`config.mk`:
```
export PLATFORM = sky130hd
export DESIGN_NAME = mux_pipe_arb
export DESIGN_NICKNAME = d
export VERILOG_FILES = /design/src/rtl/mux_pipe_arb_pkg.sv /design/src/rtl/mux_pipe_arb_slot.sv /design/src/rtl/mux_pipe_arb.sv
export SDC_FILE = /design/constraint.sdc
export NUM_CORES = 1
export LEC_CHECK = 0
export ABC_AREA = 1
export CAP_MARGIN = 20
export CORE_MARGIN = 1.5
export CORE_UTILIZATION = 42
export DETAILED_ROUTE_END_ITERATION = 8
export GPL_TIMING_DRIVEN = 1
export HOLD_SLACK_MARGIN = 0.1
export PLACE_DENSITY_LB_ADDON = 0.2
export SETUP_SLACK_MARGIN = 0.5
export SLEW_MARGIN = 10
export SYNTH_ARGS = -nofsm -noshare
export SYNTH_HDL_FRONTEND = slang
export SYNTH_SLANG_ARGS = --single-unit
```
`constraint.sdc`:
```
create_clock -name CLK -period 8.2 [get_ports CLK]
set_input_delay 0.82 -clock CLK [delete_from_list [all_inputs] [get_ports CLK]]
set_output_delay 0.82 -clock CLK [all_outputs]
set_load 0.02 [all_outputs]
```
`src/rtl/mux_pipe_arb_pkg.sv`:
```
// Shared arbitration mode encoding and parameter defaults for the two-source merge.
package mux_pipe_arb_pkg;

    typedef enum logic [1:0] {
        MODE_RR    = 2'd0,
        MODE_F_PRI = 2'd1,
        MODE_A_PRI = 2'd2,
        MODE_RSVD  = 2'd3
    } mode_e;

    localparam int DEF_WIDTH        = 128;
    localparam int DEF_STARVE_LIMIT = 4;

endpackage

```
`src/rtl/mux_pipe_arb_slot.sv`:
```
// One-entry holding buffer; write lands next cycle, a same-cycle deq+enq keeps it full.
// Backpressure is decided by the owner, which only dequeues when granted.
module mux_pipe_arb_slot
    import mux_pipe_arb_pkg::*;
#(
    parameter int WIDTH = DEF_WIDTH
) (
    input  logic             clk_i,
    input  logic             rst_i,
    input  logic             enq_i,
    input  logic [WIDTH-1:0] enq_dat_i,
    input  logic             deq_i,
    output logic             valid_o,
    output logic [WIDTH-1:0] dat_o
);

    logic             valid_q, valid_d;
    logic [WIDTH-1:0] dat_q, dat_d;

    // Enqueue wins over dequeue so a refill in the draining cycle is not lost.
    always_comb begin
        valid_d = valid_q;
        dat_d   = dat_q;
        if (deq_i) begin
            valid_d = 1'b0;
        end
        if (enq_i) begin
            valid_d = 1'b1;
            dat_d   = enq_dat_i;
        end
    end

    always_ff @(posedge clk_i or posedge rst_i) begin
        if (rst_i) begin
            valid_q <= 1'b0;
            dat_q   <= '0;
        end else begin
            valid_q <= valid_d;
            dat_q   <= dat_d;
        end
    end

    assign valid_o = valid_q;
    assign dat_o   = dat_q;

endmodule

```
`src/rtl/mux_pipe_arb.sv`:
```
// Merges sources A and F into one output via per-source slots; one cycle enq-to-out.
// Round-robin or fixed priority with starvation cap; nothing moves while out_enq__RDY is low.
module mux_pipe_arb
    import mux_pipe_arb_pkg::*;
#(
    parameter int WIDTH        = DEF_WIDTH,
    parameter int STARVE_LIMIT = DEF_STARVE_LIMIT
) (
    input  logic             CLK,
    input  logic             RST,
    input  logic             in_enq__ENA,
    input  logic [WIDTH-1:0] in_enq_v,
    output logic             in_enq__RDY,
    input  logic             forward_enq__ENA,
    input  logic [WIDTH-1:0] forward_enq_v,
    output logic             forward_enq__RDY,
    output logic             out_enq__ENA,
    output logic [WIDTH-1:0] out_enq_v,
    input  logic             out_enq__RDY,
    input  logic             cfg_setMode__ENA,
    input  logic [1:0]       cfg_setMode_v,
    output logic             cfg_setMode__RDY
);

    localparam logic [3:0] LIMIT = 4'(STARVE_LIMIT);

    logic             vld_a, vld_f;
    logic [WIDTH-1:0] dat_a, dat_f;
    logic             gnt_a, gnt_f;
    logic             np_vld, np_gnt;
    logic             lim_hit;
    mode_e            eff_mode;

    mode_e            mode_q, mode_d;
    logic             last_f_q, last_f_d;
    logic [3:0]       starve_q, starve_d;

    mux_pipe_arb_slot #(.WIDTH(WIDTH)) u_slot_a (
        .clk_i     (CLK),
        .rst_i     (RST),
        .enq_i     (in_enq__ENA),
        .enq_dat_i (in_enq_v),
        .deq_i     (gnt_a),
        .valid_o   (vld_a),
        .dat_o     (dat_a)
    );

    mux_pipe_arb_slot #(.WIDTH(WIDTH)) u_slot_f (
        .clk_i     (CLK),
        .rst_i     (RST),
        .enq_i     (forward_enq__ENA),
        .enq_dat_i (forward_enq_v),
        .deq_i     (gnt_f),
        .valid_o   (vld_f),
        .dat_o     (dat_f)
    );

    always_comb begin
        eff_mode = (mode_q == MODE_RSVD) ? MODE_RR : mode_q;
        lim_hit  = (starve_q == LIMIT);
        gnt_a    = 1'b0;
        gnt_f    = 1'b0;
        if (out_enq__RDY) begin
            if (vld_a && !vld_f) begin
                gnt_a = 1'b1;
            end else if (vld_f && !vld_a) begin
                gnt_f = 1'b1;
            end else if (vld_a && vld_f) begin
                case (eff_mode)
                    MODE_F_PRI: begin
                        gnt_a = lim_hit;
                        gnt_f = !lim_hit;
                    end
                    MODE_A_PRI: begin
                        gnt_f = lim_hit;
                        gnt_a = !lim_hit;
                    end
                    default: begin
                        gnt_a = last_f_q;
                        gnt_f = !last_f_q;
                    end
                endcase
            end
        end
    end

    // The starvation counter tracks whichever source is not favoured by the current mode.
    always_comb begin
        np_vld = 1'b0;
        np_gnt = 1'b0;
        case (eff_mode)
            MODE_F_PRI: begin
                np_vld = vld_a;
                np_gnt = gnt_a;
            end
            MODE_A_PRI: begin
                np_vld = vld_f;
                np_gnt = gnt_f;
            end
            default: begin
                np_vld = 1'b0;
                np_gnt = 1'b0;
            end
        endcase

        starve_d = starve_q;
        if (cfg_setMode__ENA) begin
            starve_d = '0;
        end else if (out_enq__RDY) begin
            if (np_gnt || !np_vld) begin
                starve_d = '0;
            end else if (starve_q < LIMIT) begin
                starve_d = starve_q + 4'd1;
            end
        end

        mode_d   = cfg_setMode__ENA ? mode_e'(cfg_setMode_v) : mode_q;
        last_f_d = gnt_f ? 1'b1 : (gnt_a ? 1'b0 : last_f_q);
    end

    // Last-grant resets to F so the first round-robin tie goes to A.
    always_ff @(posedge CLK or posedge RST) begin
        if (RST) begin
            mode_q   <= MODE_RR;
            last_f_q <= 1'b1;
            starve_q <= '0;
        end else begin
            mode_q   <= mode_d;
            last_f_q <= last_f_d;
            starve_q <= starve_d;
        end
    end

    assign out_enq__ENA     = gnt_a | gnt_f;
    assign out_enq_v        = gnt_a ? dat_a : (gnt_f ? dat_f : '0);
    assign in_enq__RDY      = !RST && (!vld_a || gnt_a);
    assign forward_enq__RDY = !RST && (!vld_f || gnt_f);
    assign cfg_setMode__RDY = !RST;

endmodule

```
=== Word level (Yosys, flattened, before mapping) ===
Index checks and enable logic that the tools add are counted.

* Output and inout port bits: 132
* Input bits: 264
* Flip-flop bits (word level): 265
* Word-level logic and storage cells: 58

* Mux-type cells: 24
* Eq/ne operators: 4
* Bitwise operators: 1
* $lt $le $gt $ge: 1
* Reduce and logical (&&, ||, !) cells: 20
* Add/sub/neg operators: 1

{| class="wikitable"
|+ Operators by type and width
! kind !! count
|-
| $mux W128 || 2
|-
| $mux W4 || 4
|-
| $mux W1 || 13
|-
| $pmux W1 S2 || 4
|-
| $reduce_bool A2 Y1 || 4
|-
| $logic_not A1 Y1 || 6
|-
| $logic_and A1 B1 Y1 || 5
|-
| $add A4 B1 Y4 const B || 1
|-
| $eq A2 B2 Y1 const B || 2
|-
| $eq A4 B3 Y1 const B || 1
|-
| $lt A4 B3 Y1 const B || 1
|-
| $logic_or A1 B1 Y1 || 3
|-
| $reduce_bool A3 Y1 || 1
|-
| $eq A2 B1 Y1 const B || 1
|-
| $mux W2 || 1
|-
| $reduce_and A2 Y1 || 1
|-
| $or A1 B1 Y1 || 1
|}

=== Depth between registers and ports, before layout ===
Gate-level depths: netlist of the first run.

* Word-level depth: 13
* Mapped depth: 14
* Gate-level depth less buffers: 12

=== Modules after synthesis ===
Synthesis of the first run repeated with hierarchy kept, for this count alone.

* Cell total of the unflattened synthesis: 1594
* Area total of the unflattened synthesis: 12145.4 um^2

{| class="wikitable"
|+ Modules (own cells, without submodules)
! module !! sequential area each (um^2) !! cells each !! area each (um^2) !! instances
|-
| mux_pipe_arb_slot || 3228.1 || 546 || 4872.2 || 2
|-
| mux_pipe_arb || 176.4 || 502 || 2401.1 || 1
|}

=== Worst setup path after synthesis of the first run ===
Ideal clock, no wire load.

* Path type: input-to-output
* Start: in RST
* End: out cfg_setMode__RDY
* Buffers on the path: 0
* Arrival: 6.369 ns
* Stages on the path: 1
* Required time: 7.380 ns
* Slack: 1.011 ns
* Cells stage by stage: inv_1

* Cells in the longest elaborated chain, start to end: 1

{| class="wikitable"
|+ Ends and longest elaborated chain
! what !! RTL line !! source
|-
| start: declaration || mux_pipe_arb.sv:10 || <nowiki>input logic RST,</nowiki>
|-
| $logic_not A1 Y1 || mux_pipe_arb.sv:138 || <nowiki>assign cfg_setMode__RDY = !RST;</nowiki>
|-
| end: declaration || mux_pipe_arb.sv:22 || <nowiki>output logic cfg_setMode__RDY</nowiki>
|}

No other way between the ends.

=== Worst setup path after layout of the first run ===
* Start: reg starve_q[0]
* End: out out_enq_v[54]

* Cells in the longest elaborated chain, start to end: 9
* Elaborated cells between the ends (all ways): 14
* Those cells by class: 1 x eq/ne; 12 x mux; 1 x reduce/logical

{| class="wikitable"
|+ Ends and longest elaborated chain
! what !! RTL line !! source
|-
| start: declaration || mux_pipe_arb.sv:36 || <nowiki>logic [3:0] starve_q, starve_d;</nowiki>
|-
| start signal: assignment || mux_pipe_arb.sv:130 || <nowiki>starve_q <= starve_d;</nowiki>
|-
| $eq A4 B3 Y1 (*) || mux_pipe_arb.sv:60 || <nowiki>lim_hit = (starve_q == LIMIT);</nowiki>
|-
| $logic_not A1 Y1 || mux_pipe_arb.sv:72, mux_pipe_arb.sv:76 ||
|-
| $pmux W1 S2 || mux_pipe_arb.sv:69 || <nowiki>case (eff_mode)</nowiki>
|-
| $mux W1 || mux_pipe_arb.sv:68 || <nowiki>end else if (vld_a && vld_f) begin</nowiki>
|-
| $mux W1 || mux_pipe_arb.sv:66 || <nowiki>end else if (vld_f && !vld_a) begin</nowiki>
|-
| $mux W1 || mux_pipe_arb.sv:64 || <nowiki>if (vld_a && !vld_f) begin</nowiki>
|-
| $mux W1 || mux_pipe_arb.sv:63 || <nowiki>if (out_enq__RDY) begin</nowiki>
|-
| $mux W128 || mux_pipe_arb.sv:135 || <nowiki>assign out_enq_v = gnt_a ? dat_a : (gnt_f ? dat_f : '0);</nowiki>
|-
| $mux W128 (*) || mux_pipe_arb.sv:135 ||
|-
| end: declaration || mux_pipe_arb.sv:18 || <nowiki>output logic [WIDTH-1:0] out_enq_v,</nowiki>
|}

Mark *: on every way between the ends. The rest lies on a longest branch, timed or not.

==> metrics.txt, run 1 <==
Final nets=2141; path type of the worst min-delay path=flip-flop to flip-flop; clock sinks=265; most common cell after layout, fill and taps aside=nand2_1; Seq pwr share=38.1%; endpoints failing hold=0; R2R cell count=11; layout cell share with drive strength beyond 1=3.75%; PwrDens=230 nW/µm²; setup TNS=0 ns; CP Data Required Time=7.38 ns; worst r2r src=starve_q[0]; fin crit share=64.8%; unrepaired setup endpoints after global routing=no; Final Skew=0.00547 ns; Crit Reg-Reg Endpoint=last_f_q; clock buffer depth=3; FF-to-FF setup slack=4.99 ns; max-slew violation count=0; most frequent cells in the layout=nand2_1 (814), clkdlybuf4s50_1 (393), dfrtp_1 (264); Clock power frac=34.0%; post-synthesis xor/xnor area fraction=0.0737%; combinational share of power=27.8%; Psw=1.21 mW; DR vias/cell=4.90; Die X=171 µm; Period minus WS final=5.31 ns; full die area=29300 µm²; Synth Area in Compound Gates=8.16%; hold depth=2; Seq/Total Area, Yosys=55.8%; Switching Fraction=31.1%; port bufs=395; Avg WL per Cell=16.1 µm; hold slack final=0.468 ns; antenna viol nets, final=0; first-pass GRT wire length=57.1 mm; Filler cells=2550; clock insertion delay at the later pin of the skew report=0.54 ns; clock-pin slew on the worst setup and hold paths=0.06 ns; Crit Path Max Fanout=78; CTS tree=done; total grt overflow=0; simple-gate share of the synthesized area=29.1%; Routed WL=36.7 mm; CTS buffer count=30; Worst Setup End Kind=output port; status=complete, no violations; largest net degree at the start of global routing=99; CP startpoint kind=flip-flop; slew margin rel.=34.3%; area grow syn2layout=42.6%; first-pass iteration count of the detailed router=5; RD Place Congestion=0.847; # IOs=396; max cap viols=0; Setup CP Type=flip-flop to output port; total power=3.90 mW; post-layout util=61.0%; post-CTS resize count=0; CTS Hold Bufs=0; Arr. time, crit path=4.49 ns; Tot GR Track Use=24.7%; largest family of logic cells by synthesized area=simple AND/OR/NAND/NOR gates; HP Start=u_slot_f.dat_o[49]; Starting Density=42.8%; Vias=11155; initial detailed-routing violation count=804; Row Count=61; Pleak=8.19 nW; final HPWL from detailed placement=24.0 mm; worst slew pin tran=0.985 ns; Final Setup Violations=0; top achievable clock speed=188 MHz; Core ar.=27800 µm²; Hold EP=u_slot_f.dat_o[49]; internal power=2.69 mW; Clock Tree Root=clkbuf_16; die height=171 µm; Adder-Cell Fraction of Synth Area=0.421%; synthesized instance count=1531; Distinct cells, synth=22; mux contribution to synthesized area=0%; # Post-CTS Setup Buffers=0; Post-Syn Area=11900 µm²; peak supply drop=0.000166 V; initial antenna violation count=3; Mean Syn Cell Area=7.76 µm²; drt drc=0; vias in the first global route=10717; yosys warns=0; Post-Syn Nets=1799; H-tree levels=1; #FFs+latches synth=265
## how the worst max path moves through the flow
stage	startpoint	to	depth (start not counted)
2_1_floorplan	RST	cfg_setMode__RDY	1
3_3_place_gp	out_enq__RDY	out_enq_v[40]	9
3_5_place_dp	out_enq__RDY	out_enq_v[64]	9
4_1_cts	mode_q[0]	out_enq_v[54]	10
5_1_grt	starve_q[0]	out_enq_v[54]	12
6_report	starve_q[0]	out_enq_v[54]	12
## per-stage QoR
stage               cell area, µm²  instances  setup slack [ns]
floorplan                    11900       1531              3.31
global placement             15900       2219              3.17
detailed placement           15900       2219              3.05
CTS                          16900       2272              2.90
global route                 16900       2275              2.57
finish                       16900       2276              2.89
## worst max-delay path: stages (launching register included)
cell and delay [ns]:
dfrtp_1 0.40, inv_1 0.06, ha_1 0.23, nand3_1 0.11, nand2_1 0.05, nand3_1 0.07
nand2_1 0.10, nand2_4 0.35, buf_4 0.66, buf_4 0.76, nand2_1 0.09, o21ai_0 0.24
clkdlybuf4s50_1 0.69
## cell type report
| cell class | count | area (µm²) | area share, % |
|---|---|---|---|
| Antenna cell | 4 | 10.0 | 0.0591 |
| Clock buffer | 48 | 940 | 5.55 |
| Clock inverter | 5 | 53.8 | 0.318 |
| Inverter | 76 | 294 | 1.74 |
| Multi-Input combinational cell | 1092 | 4500 | 26.5 |
| Sequential cell | 265 | 6630 | 39.1 |
| Tap cell | 378 | 473 | 2.79 |
| Timing Repair Buffer | 408 | 4050 | 23.9 |
## layer usage
layer	GRT usage (%)	routed length (µm)	share of wire (%)
met5	0	0	0
met4	9.95	1430	3.9
met2	40.0	17100	47
met1	31.1	14700	40
met3	7.46	3410	9.3
## synthesized netlist by cell type, drive strengths merged
library cell,count,area (µm²)
nand2,816,3070
dfrtp,264,6610
o21ai,189,950
inv,76,288
nand3,67,335
clkbuf,61,235
buf,37,239
nand4,6,37.5
a21oi,4,20.0
ha,4,50.1
nor2,4,15.0
dfstp,1,26.3
or2,1,6.26
xnor2,1,8.76
## logic make-up after synthesis
family	after synthesis
buffers and inverters	174
AOI/OAI and AO/OA	193
and+or+nand+nor	894
xor gates and xnor gates	1
adders and majority gates	4
DFF	265
## flip-flops by register name, summed over array words and instances, names as in the netlist
signal            cells
last_f_q              1
mode_q                2
starve_q              4
u_slot_a.dat_o      128
u_slot_a.valid_o      1
u_slot_f.dat_o      128
u_slot_f.valid_o      1
## power groups by stage
| stage | logic (mW) | clock network (mW) | registers (mW) |
|---|---|---|---|
| after detailed placement | 1.09 | 0 | 1.51 |
| after CTS | 1.09 | 1.36 | 1.49 |
| final | 1.09 | 1.33 | 1.49 |
| after global placement | 1.08 | 0 | 1.51 |
| after floorplan | 0.593 | 0 | 1.49 |
| after global routing | 1.18 | 1.41 | 1.50 |
No activity file was read; power rests on OpenSTA's default activity.
==> run 2, diff against run 1 <==
Settings changed: CORE_UTILIZATION 42 to 46.
Clock period 8.2 ns to 5.21 ns, I/O delays scaled along.
==> metrics.txt, run 2 (synthesis gave the netlist of run 1 again) <==
status=complete, no violations; CP startpoint kind=flip-flop; Setup CP Type=flip-flop to output port; hold slack final=0.427 ns (-0.0415 ns); peak supply drop=0.000257 V (+55%); Clock Tree Root=clkbuf_16; CP max stage cell=clkdlybuf4s50_1; Routed WL=37.1 mm (+1.3%); clock buffer depth=3 (unchanged); Worst Setup End Kind=output port; initial antenna violation count=5 (+2); clock insertion delay at the later pin of the skew report=0.54 ns (about the same); clock-pin slew on the worst setup and hold paths=0.06 ns (about the same); clock sinks=265 (unchanged); Area after DPL=15900 µm² (-0.24%); Row Count=58 (-4.9%); final HPWL from detailed placement=24.5 mm (+1.7%); Period minus WS final=4.00 ns; fin crit share=76.8%; PwrDens=355 nW/µm² (+54%); CP Data Required Time=4.69 ns (-2.69 ns); CP bufs+invs=3 (-1); first-pass GRT wire length=58.1 mm (+1.8%); largest net degree at the start of global routing=191 (+93%); Starting Density=47.1% (+4.3 points); port bufs=395 (unchanged); Core ar.=25300 µm² (-9.1%); critical path's top delay family=buffers and inverters; CTS Hold Bufs=0 (unchanged); RD Place Congestion=0.912 (+7.7%); post-CTS resize count=0 (unchanged); # IOs=396 (unchanged); DR vias/cell=5.04 (+2.8%); total grt overflow=0 (unchanged); top achievable clock speed=250 MHz; Pleak=8.11 nW (-0.92%); unrepaired setup endpoints after global routing=no; H-tree levels=1 (unchanged); worst slew pin tran=1.07 ns (+0.0869 ns); crit-path max cell delay=0.70 ns (-0.06 ns); Tot GR Track Use=27.8% (+3.0 points); Vias=11205 (+0.45%); Final Skew=0.00260 ns (-0.00287 ns); slew margin rel.=28.6% (-5.8 points); layout cell share with drive strength beyond 1=2.97% (-0.78 points); drt drc=0 (unchanged); area grow syn2layout=41.2%; max cap viols=0 (unchanged); max-slew violation count=0 (unchanged); Arr. time, crit path=3.48 ns (-1.01 ns); path type of the worst min-delay path=input port to flip-flop; most common cell after layout, fill and taps aside=nand2_1; endpoints failing hold=0 (unchanged); crit-path cells=inv_1 -> ha_1 -> a21oi_1 -> nand2_1 -> nand2_4 -> buf_12 -> nand3_1 -> o21ai_0 -> clkdlybuf4s50_1; Die X=164 µm (-4.4%); CTS tree=done; die height=164 µm (-4.4%); Final Setup Violations=0 (unchanged); setup TNS=0 ns (unchanged); vias in the first global route=11204 (+4.5%); CTS buffer count=30 (unchanged); antenna viol nets, final=0 (unchanged); Avg WL per Cell=16.7 µm (+3.7%); full die area=26800 µm² (-8.5%); most frequent cells in the layout=nand2_1 (814), clkdlybuf4s50_1 (393), dfrtp_1 (264); initial detailed-routing violation count=874 (+8.7%); Finished Cell Area=16800 µm² (-1.0%); first-pass iteration count of the detailed router=5 (unchanged); Final nets=2139 (-0.093%); # Post-CTS Setup Buffers=0 (unchanged); FF-to-FF setup slack=3.19 ns (-1.80 ns); Crit Path Max Fanout=190 (+140%)
[run 2: worst reg2reg max path, cell delays in order, from the launching register on]
cell and delay [ns]:
dfrtp_1 0.35, inv_1 0.06, ha_1 0.35, a21oi_1 0.18, nand2_1 0.12, nand2_4 0.09
buf_12 0.59, nand2_1 0.12, nand2_1 0.09
[run 2: stage by stage]
stage                     utilization (%)  std cells  worst slack, ns  power, mW
after floorplan                         -       1531            0.919       3.28
after global placement               63.0       2169             1.63       4.09
after detailed placement             63.0       2169             1.60       4.11
after CTS                            66.4       2218             1.21       6.01
after global routing                 66.4       2221            0.945       6.25
final                                66.4       2223             1.21       5.95
[run 2: power breakdown]
part / total [mW] / internal (mW) / switching, mW
Clock: 1.88 / 1.10 / 0.783
Combinational: 1.72 / 0.725 / 0.998
Sequential: 2.35 / 2.25 / 0.101
Total: 5.95 / 4.07 / 1.88
[run 2: final timing paths]
path | startpoint | endpoint | cells after the start
worst min-delay path | forward_enq__ENA | u_slot_f.dat_o[1] | 3
worst max register to register | mode_q[0] | last_f_q | 8
worst min register to register | u_slot_f.dat_o[64] | u_slot_f.dat_o[64] | 2
worst max-delay path | mode_q[0] | out_enq_v[96] | 9
min in group asynchronous | RST | u_slot_a.dat_o[72] | 3
max in group asynchronous | RST | u_slot_a.dat_o[11] | 4
[run 2: layer usage]
layer  track usage (%)  part of all wire (%)  vias up
met2              45.7                    47      431
met4              13.8                   4.8        2
met5                 0                 0.032        -
met3              6.52                   7.8       97
li1                  -                     -     5442
met1              34.3                    40     5233
[run 2: cell type report]
type | count | area (µm²)
well taps | 330 | 413
diodes | 5 | 12.5
clock inverters | 1 | 8.76
repair buffers | 406 | 4070
multi-input cells | 1092 | 4500
flip-flops and latches | 265 | 6630
fillers | 2127 | 8480
inverters | 76 | 294
clock buffers | 48 | 850
==> run 3, diff against run 2 <==
Settings changed: CORE_UTILIZATION 46 to 42.
Clock period 5.21 ns to 3.2 ns, I/O delays scaled along.
==> metrics.txt, run 3 (synthesis gave the netlist of run 1 again) <==
status=complete, no violations; CP Data Required Time=2.88 ns (-1.81 ns); RD Place Congestion=0.847 (-7.1%); Period minus WS final=2.89 ns; # IOs=396 (unchanged); Core ar.=27800 µm² (+10%); Psw=4.14 mW (+120%); Clock Tree Root=clkbuf_16; area grow syn2layout=71.0%; clock sinks=265 (unchanged); peak supply drop=0.000366 V (+42%); Setup CP Type=flip-flop to output port; Switching Fraction=33.3% (+1.7 points); Vias=12348 (+10%); drt drc=0 (unchanged); crit-path cells=inv_2 -> ha_4 -> a21oi_2 -> nand2_4 -> nand2_8 -> buf_12 -> buf_12 -> buf_12 -> buf_16 -> buf_12 -> nand2_4 -> o21ai_2 -> buf_6; critical path's top delay family=buffers and inverters; unrepaired setup endpoints after global routing=yes; slew margin rel.=45.9% (+17 points); final HPWL from detailed placement=24.6 mm (+0.69%); combinational share of power=39.6% (+11 points); total grt overflow=0 (unchanged); Arr. time, crit path=2.57 ns (-0.91 ns); Starting Density=42.8% (-4.3 points); Crit Path Max Fanout=6 (-97%); H-tree levels=1 (unchanged); CTS buffer count=30 (unchanged); CP bufs+invs=7 (+4); path type of the worst min-delay path=input port to asynchronous set/reset pin; DP Cell Count=2222 (+2.4%); CP startpoint kind=flip-flop; first-pass GRT wire length=62.8 mm (+8.1%); CP max stage cell=dfrtp_1; worst slew pin tran=0.812 ns (-0.260 ns); Row Count=61 (+5.2%); DR vias/cell=5.18 (+2.7%); setup TNS=0 ns (unchanged); Final Skew=0.00805 ns (+0.00545 ns); most frequent cells in the layout=nand2_1 (732), dfrtp_1 (264), clkdlybuf4s50_1 (262); endpoints failing hold=0 (unchanged); clock insertion delay at the later pin of the skew report=0.55 ns (about the same); die height=171 µm (+4.6%); Final nets=2250 (+5.2%); full die area=29300 µm² (+9.3%); top achievable clock speed=346 MHz; most common cell after layout, fill and taps aside=nand2_1; initial antenna violation count=1 (-4); Routed WL=46.0 mm (+24%); Final Setup Violations=0 (unchanged); Most common cell on crit path=buf_12; internal power=8.30 mW (+100%); Seq pwr share=31.2% (-8.3 points); clock-pin slew on the worst setup and hold paths=0.06 ns (about the same); max cap viols=0 (unchanged); Worst Setup End Kind=output port; port bufs=395 (unchanged); crit-path max cell delay=0.39 ns (-0.31 ns); CTS tree=done; PnR worst setup slack=0.310 ns (-0.902 ns); layout cell share with drive strength beyond 1=27.1% (+24 points); Die X=171 µm (+4.6%); PwrDens=612 nW/µm² (+72%); largest net degree at the start of global routing=140 (-27%); Cell Count, Final, Fillers Out=2386 (+7.3%); total power=12.4 mW (+110%); Clock power frac=29.2% (-2.4 points); initial detailed-routing violation count=929 (+6.3%); vias in the first global route=11904 (+6.2%); Avg WL per Cell=19.3 µm (+15%); first-pass iteration count of the detailed router=7 (+2); setup slack at placement=0.198 ns (-1.41 ns); antenna viol nets, final=0 (unchanged); max-slew violation count=0 (unchanged); Pleak=9.97 nW (+23%); Tot GR Track Use=27.5% (-0.23 points); clock buffer depth=3 (unchanged); fin crit share=90.3%
[run 3: final timing paths]
kind,start,to,slack [ns],cells after the start
hold reg to reg,u_slot_f.dat_o[34],u_slot_f.dat_o[34],0.47,2
setup reg to reg,mode_q[0],starve_q[1],1.28,10
max in group asynchronous,RST,u_slot_a.dat_o[22],2.03,3
min in group CLK,in_enq__ENA,u_slot_a.dat_o[84],0.24,3
setup / recovery,mode_q[0],out_enq_v[13],0.31,13
hold / removal,RST,u_slot_a.dat_o[125],0.17,2
[run 3: area by class of cell]
| class | count | area [µm²] |
|---|---|---|
| antenna | 3 | 7.51 |
| clock buffer | 44 | 895 |
| clock inverter | 11 | 158 |
| fill | 2002 | 7460 |
| inverter | 76 | 317 |
| multi-input combinational | 1093 | 5850 |
| sequential | 265 | 6630 |
| tap | 378 | 473 |
| timing repair buffer | 515 | 5990 |
| timing repair inverter | 1 | 8.76 |
[run 3: stage by stage]
| stage | cell area [µm²] | utilization (%) | hold WS, ns |
|---|---|---|---|
| 6_report | 20300 | 73.2 | 0.172 |
| 4_1_cts | 17700 | 63.6 | 0.131 |
| 3_3_place_gp | 16100 | 58.0 | 0.453 |
| 5_1_grt | 20300 | 73.1 | 0.179 |
| 2_1_floorplan | 11900 | - | 0.427 |
| 3_5_place_dp | 16100 | 58.0 | 0.458 |
[run 3: repair_timing]
item | 4_1_cts | 5_1_grt
buffers inserted | 40 | 31
gates cloned | 14 | 21
resized for setup | 689 | 674
pin swaps | 6 | 60
endpoints found under the setup margin | 131 | 131
hold buffers | 0 | 0
[run 3: metal layers]
layer  wire, µm  up-vias  part of all wire [%]  track usage (%)
li1           -     5685                     -                -
met1      17600     5928                    38             32.9
met2      22300      580                    48             45.8
met3       3650      155                   7.9             6.76
met4       2460        0                   5.4             14.9
met5          0        -                     0                0
[run 3: worst reg2reg max path, stage by stage (launching register included)]
cell and delay, ns:
dfrtp_1 0.39, inv_2 0.07, ha_4 0.26, a21oi_2 0.19, nand2_4 0.10, buf_4 0.16
nand3_1 0.11, nand3_1 0.17, nor2_1 0.17, nand4_1 0.15, nand2_1 0.09
[run 3: power by group through the flow]
stage               Combinational, mW  Clock, mW  Sequential (mW)
floorplan                        1.52          0             3.83
global placement                 2.86          0             3.87
detailed placement               2.89          0             3.87
CTS                              3.34       3.66             3.82
global route                     5.16       3.81             3.91
finish                           4.92       3.64             3.88
